===== src/rtl/uart_arb_pkg.sv =====
// Shared types and helpers for the UART TX packet arbiter.
// Holds the FSM state encoding, field widths and the command-byte packing.
package uart_arb_pkg;

    localparam int unsigned ID_W   = 2;
    localparam int unsigned LEN_W  = 6;
    localparam int unsigned BYTE_W = 8;

    typedef enum logic [2:0] {
        S_IDLE,
        S_HDR,
        S_HDR_WAIT,
        S_FETCH,
        S_SEND,
        S_SEND_WAIT,
        S_DONE
    } state_e;

    // Command byte as decoded by the receive-side controller
    typedef struct packed {
        logic [ID_W-1:0]  id;
        logic [LEN_W-1:0] len;
    } hdr_t;

    function automatic hdr_t make_hdr(input logic [ID_W-1:0] id, input logic [LEN_W-1:0] len);
        hdr_t h;
        h.id  = id;
        h.len = len;
        return h;
    endfunction

endpackage


===== src/rtl/rr_arbiter.sv =====
// Combinational round-robin picker: first requester after i_ptr wins.
// Returns a one-hot grant and the encoded winner id.
module rr_arbiter
    import uart_arb_pkg::*;
#(
    parameter int unsigned N_REQ = 4
) (
    input  logic [N_REQ-1:0] i_req,
    input  logic [ID_W-1:0]  i_ptr,
    output logic [N_REQ-1:0] o_gnt_c,
    output logic [ID_W-1:0]  o_id_c
);

    logic            w_found;
    logic [ID_W-1:0] w_idx;

    // Scan ptr+1 .. ptr+N_REQ modulo N_REQ; ptr itself has lowest priority
    always_comb begin
        o_gnt_c = '0;
        o_id_c  = '0;
        w_found = 1'b0;
        w_idx   = '0;
        for (int k = 1; k <= int'(N_REQ); k++) begin
            w_idx = ID_W'((32'(i_ptr) + 32'(k)) % N_REQ);
            if (!w_found && i_req[w_idx]) begin
                w_found        = 1'b1;
                o_gnt_c[w_idx] = 1'b1;
                o_id_c         = w_idx;
            end
        end
    end

endmodule


===== src/rtl/uart_tx_arbiter.sv =====
// Shares one UART_TX among up to four requesters at packet granularity.
// Each packet is sent as a {id, len} command byte followed by len data bytes.
module uart_tx_arbiter #(
    parameter int unsigned N_REQ = 4,
    parameter int unsigned LEN_W = 6
) (
    input  logic                   clk,
    input  logic                   rst,
    input  logic [N_REQ-1:0]       req_valid,
    input  logic [LEN_W*N_REQ-1:0] req_len,
    input  logic [8*N_REQ-1:0]     req_data,
    input  logic [N_REQ-1:0]       req_data_valid,
    output logic [N_REQ-1:0]       req_data_ready,
    output logic [N_REQ-1:0]       grant,
    output logic                   pkt_done,
    output logic                   tx_dv,
    output logic [7:0]             tx_byte,
    input  logic                   tx_done,
    input  logic                   tx_active
);

    import uart_arb_pkg::*;

    state_e            r_state;
    logic [N_REQ-1:0]  r_grant;
    logic [N_REQ-1:0]  r_ready;
    logic              r_tx_dv;
    logic [7:0]        r_tx_byte;
    logic              r_pkt_done;
    logic [ID_W-1:0]   r_id;
    logic [ID_W-1:0]   r_ptr;
    logic [LEN_W-1:0]  r_cnt;
    logic [LEN_W-1:0]  r_len;

    logic [N_REQ-1:0]  w_gnt;
    logic [ID_W-1:0]   w_id;
    logic [LEN_W-1:0]  w_req_len;
    logic [BYTE_W-1:0] w_sel_data;
    logic              w_sel_valid;
    logic [N_REQ-1:0]  w_id_onehot;

    rr_arbiter #(
        .N_REQ (N_REQ)
    ) u_rr_arbiter (
        .i_req   (req_valid),
        .i_ptr   (r_ptr),
        .o_gnt_c (w_gnt),
        .o_id_c  (w_id)
    );

    assign w_req_len   = req_len[32'(w_id)*LEN_W +: LEN_W];
    assign w_sel_data  = req_data[32'(r_id)*BYTE_W +: BYTE_W];
    assign w_sel_valid = req_data_valid[r_id];
    assign w_id_onehot = N_REQ'(1) << r_id;

    // Outputs are presented one cycle after the decision that produces them
    always_ff @(posedge clk) begin
        if (!rst) begin
            r_state    <= S_IDLE;
            r_grant    <= '0;
            r_ready    <= '0;
            r_tx_dv    <= 1'b0;
            r_tx_byte  <= '0;
            r_pkt_done <= 1'b0;
            r_id       <= '0;
            r_ptr      <= ID_W'(N_REQ - 1);
            r_cnt      <= '0;
            r_len      <= '0;
        end else begin
            r_tx_dv    <= 1'b0;
            r_pkt_done <= 1'b0;
            case (r_state)
                S_IDLE: begin
                    if ((|req_valid) && !tx_active) begin
                        r_grant   <= w_gnt;
                        r_id      <= w_id;
                        r_len     <= w_req_len;
                        r_cnt     <= '0;
                        r_tx_byte <= make_hdr(w_id, w_req_len);
                        r_tx_dv   <= 1'b1;
                        r_state   <= S_HDR;
                    end
                end
                S_HDR: r_state <= S_HDR_WAIT;
                S_HDR_WAIT, S_SEND_WAIT: begin
                    // cnt == len right after the header covers zero-length packets
                    if (tx_done) begin
                        if (r_cnt == r_len) begin
                            r_pkt_done <= 1'b1;
                            r_grant    <= '0;
                            r_ptr      <= r_id;
                            r_state    <= S_DONE;
                        end else begin
                            r_ready <= w_id_onehot;
                            r_state <= S_FETCH;
                        end
                    end
                end
                S_FETCH: begin
                    if (w_sel_valid) begin
                        r_tx_byte <= w_sel_data;
                        r_cnt     <= r_cnt + LEN_W'(1);
                        r_ready   <= '0;
                        r_tx_dv   <= 1'b1;
                        r_state   <= S_SEND;
                    end
                end
                S_SEND:  r_state <= S_SEND_WAIT;
                S_DONE:  r_state <= S_IDLE;
                default: r_state <= S_IDLE;
            endcase
        end
    end

    assign req_data_ready = r_ready;
    assign grant          = r_grant;
    assign pkt_done       = r_pkt_done;
    assign tx_dv          = r_tx_dv;
    assign tx_byte        = r_tx_byte;

endmodule


===== config.mk =====
export PLATFORM = sky130hd
export DESIGN_NAME = uart_tx_arbiter
export DESIGN_NICKNAME = d
export VERILOG_FILES = /design/src/rtl/uart_arb_pkg.sv /design/src/rtl/rr_arbiter.sv /design/src/rtl/uart_tx_arbiter.sv
export SDC_FILE = /design/constraint.sdc
export NUM_CORES = 1
export LEC_CHECK = 0
export CORE_ASPECT_RATIO = 0.8
export CORE_MARGIN = 1
export CORE_UTILIZATION = 50
export CTS_CLUSTER_DIAMETER = 60
export CTS_CLUSTER_SIZE = 14
export DETAILED_ROUTE_END_ITERATION = 8
export PLACE_DENSITY = 0.95
export SYNTH_ARGS = -nofsm -noshare
export SYNTH_HDL_FRONTEND = slang
export SYNTH_SLANG_ARGS = --single-unit

===== constraint.sdc =====
create_clock -name clk -period 7.4 [get_ports clk]
set_input_delay 1.85 -clock clk [delete_from_list [all_inputs] [get_ports clk]]
set_output_delay 1.85 -clock clk [all_outputs]
set_load 0.01 [all_outputs]

==> flow_summary.yaml <==
critical_path:
  rr_endpoint: "r_len[2]$_SDFFE_PN0P_"
  crit_chain: "clkdlybuf4s50_1 > and3b_1 > o211ai_1 > a21bo_2 > o22ai_4 > mux2_4 > o22ai_1"
  critPathCaptureType: "flop"
  r2r_setup_slack_ns: 4.01
  rr_startpoint: "r_ptr[0]$_SDFFE_PN1P_"
  crit_fanout: 13
  crit_arrival_ns: 4.44
  critPathMaxStageDelay_ns: 0.59
  critPathLaunchType: "input pin"
  critPathRequiredTime_ns: 7.60
  ff2ff_path_depth: 8
  cp_slowest_cell: "clkdlybuf4s50_1"
  critPathKind: "in2reg"
power:
  p_leak_uw: 0.001354
  power-per-cell-area_nw_per_um2: 212.6
  peakVddDrop_mv: 0.1221
synthesis:
  yosysWarningCount: 0
  synth_area_per_cell_sq_um: 9.233
  synthFlopType: "dfxtp_1"
  synth_area_sq_um: 2557
  synthArstFlopShare_pct: 0
  synth_top_family_by_area: "multiplexers"
  synth.ff_latch_count: 37
  synthAdderAreaFrac_pct: 4.403
  synth_edf_count: 0
  synth_compound_area_share_pct: 20.25
  synthSimpleGateAreaFrac_pct: 16.98
  synth_xor_area_share_pct: 2.397
  seq_area_frac_synth_pct: 28.96
  netlist_instances: 277
  synth.area.mux_share_pct: 22.90
  synth_cell_types: 51
  syn_nets: 354
clocking:
  holdBufCountCts: 0
  cts_root_buffer: "clkbuf_8"
  cts_tree: "built"
  cts.sinks: 37
  htree_levels: 2
  clock_path_buffers: 2
  clock_latency_ns: 0.29
  cts-resized-gates: 0
  cts_buffers: 5
  cts_setup_buffers: 0
  clk_pin_slew_worst_paths_ns: 0.07
die:
  ioPinCount: 86
  core-area_sq_um: 4762
  die_h_microns: 65.97
  start_util_pct: 53.70
  die_width_microns: 81.96
  die_area_sq_um: 5407
  rows: 22
sta:
  fin_crit_ns: 4.241
  setup_violations: 0
  tightest_slew_ns: 1.102
  hold_violations: 0
  slew_violations: 0
  finalCritPeriodShare_pct: 57.31
  rsz0062_at_grt: "no"
  finalClockSkew_ns: 0.005102
  tns_ns: 0
  max-slew-margin-rel_pct: 26.23
  fmaxAchievable_mhz: 235.8
global_route:
  gr-total-overflow: 0
  grt_pass1_vias: 2389
  grt_pass1_wl_microns: 10920
  antenna_found_initial: 0
  grt_usage_pct: 27.12
  grt_max_degree: 22
route:
  vias: 2523
  drt_wl_total_microns: 6600
  drc: 0
  ant_nets: 0
  via_per_inst: 6.094
  first_pass_iters: 5
  wl_per_cell_microns: 15.94
  drtIter0Drc: 152
layout:
  syn_to_final_growth_pct: 36.55
  drive_gt1_share_pct: 9.605
  diodes: 0
  multi_input_area_sq_um: 1717
  fill_cells: 327
  mostFrequentLayoutCells: "clkdlybuf4s50_1 (85), dfxtp_1 (37), nor2_1 (25), nand2_1 (22), mux2i_1 (21)"
  final_common_cell: "clkdlybuf4s50_1"
  regArea_sq_um: 740.7
  layoutNonFillerInstCount: 414
  nNetsFinal: 431
outcome:
  status: "complete, no violations"
place:
  numPortBuffers: 85
  dp_cells: 407
  place_congestion: 0.8788
  hpwlAfterDp_microns: 5098
hold_path:
  hold_path_depth: 2
  hp-class: "reg2reg"
  whs_endpoint: "grant[2]$_SDFFE_PN0P_"
  hold_start: "grant[2]$_SDFFE_PN0P_"
flow_run:
  cap_violations: 0
-- state kept, by name, summed over array words and instances (netlist names) --
| register | count |
|---|---|
| tx_byte | 8 |
| pkt_done | 1 |
| r_id | 2 |
| r_cnt | 6 |
| req_data_ready | 4 |
| r_state | 3 |
| tx_dv | 1 |
| r_ptr | 2 |
| r_len | 6 |
| grant | 4 |
-- cells by family (layout without fill, tap and decap cells) --
kind of cell / Yosys count / after routing
and+or+nand+nor: 89 / 89
adders and majority gates: 9 / 9
DFF: 37 / 37
muxes: 40 / 40
xor gates and xnor gates: 7 / 7
buffers and inverters: 21 / 98
AOI/OAI and AO/OA: 74 / 74
-- where the power goes --
| part | leakage (uW) | switching, uW | internal, uW |
|---|---|---|---|
| combinational | 0.00101 | 152 | 172 |
| sequential | 0.000302 | 43.1 | 232 |
| clock | 0.0000443 | 69.8 | 73.9 |
-- Yosys cell counts, types with 2 or more instances --
cell	instances	area, sq um
mux2i_1	21	210.2
inv_1	5	18.77
a21oi_1	18	90.09
o221ai_1	6	52.55
a211oi_1	3	22.52
dfxtp_1	37	740.7
buf_2	3	15.01
a22oi_1	4	30.03
xnor2_1	6	52.55
o21ai_0	15	75.07
ha_1	9	112.6
nand2_1	22	82.58
o22ai_1	7	43.79
a31oi_1	2	12.51
or2_2	2	12.51
mux2_4	6	90.09
a21oi_2	2	17.52
mux4_2	10	225.2
nor2_1	25	93.84
nand2b_1	4	25.02
nand3_1	9	45.04
nor3b_1	3	22.52
a22o_1	4	35.03
and2_1	13	81.33
and3_1	2	12.51
clkbuf_1	9	33.78
nor3_1	4	20.02
o211ai_1	3	22.52
-- how the worst max path moves through the flow --
stage	from	endpoint	slack [ns]	depth (start not counted)
floorplan	req_valid[1]	r_len[5]$_SDFFE_PN0P_	4.01	6
global placement	req_valid[0]	r_len[5]$_SDFFE_PN0P_	3.06	7
detailed placement	req_valid[0]	r_len[2]$_SDFFE_PN0P_	2.89	7
CTS	req_valid[0]	r_len[2]$_SDFFE_PN0P_	3.18	7
global route	req_valid[2]	r_len[2]$_SDFFE_PN0P_	2.95	6
finish	req_valid[0]	r_len[2]$_SDFFE_PN0P_	3.16	7
-- per-stage QoR --
stage / total power (uW) / hold slack (ns) / setup WS [ns] / instance area (sq um) / util, %
6_report: 742.6 / 0.4729 / 3.159 / 3492 / 73.33
5_1_grt: 786.4 / 0.4990 / 2.950 / 3492 / 73.33
4_1_cts: 738.0 / 0.4724 / 3.178 / 3492 / 73.33
3_5_place_dp: 597.0 / 0.4628 / 2.886 / 3406 / 71.52
3_3_place_gp: 585.4 / 0.4580 / 3.055 / 3406 / 71.52
2_1_floorplan: 485.4 / 0.4587 / 4.012 / 2557 / -
-- worst max-delay path: cells and delay by family --
kind,cells,cell delay [ns]
buffers and inverters,1,0.59
muxes,1,0.35
and+or+nand+nor,1,0.21
AOI/OAI and AO/OA,4,1.43
-- final cells by class --
cell class	instances	area share (%)
Multi-Input combinational cell	219	49.16
Timing Repair Buffer	85	24.36
Sequential cell	37	21.21
Clock buffer	7	2.472
Tap cell	60	2.150
Inverter	6	0.6449
-- metal layers --
metal	part of all wire (%)	GRT usage (%)
met5	0	0
met4	2.2	7.675
met3	7.3	5.931
met2	51	47.62
met1	40	32.96
(Power assumes the default switching activity.)
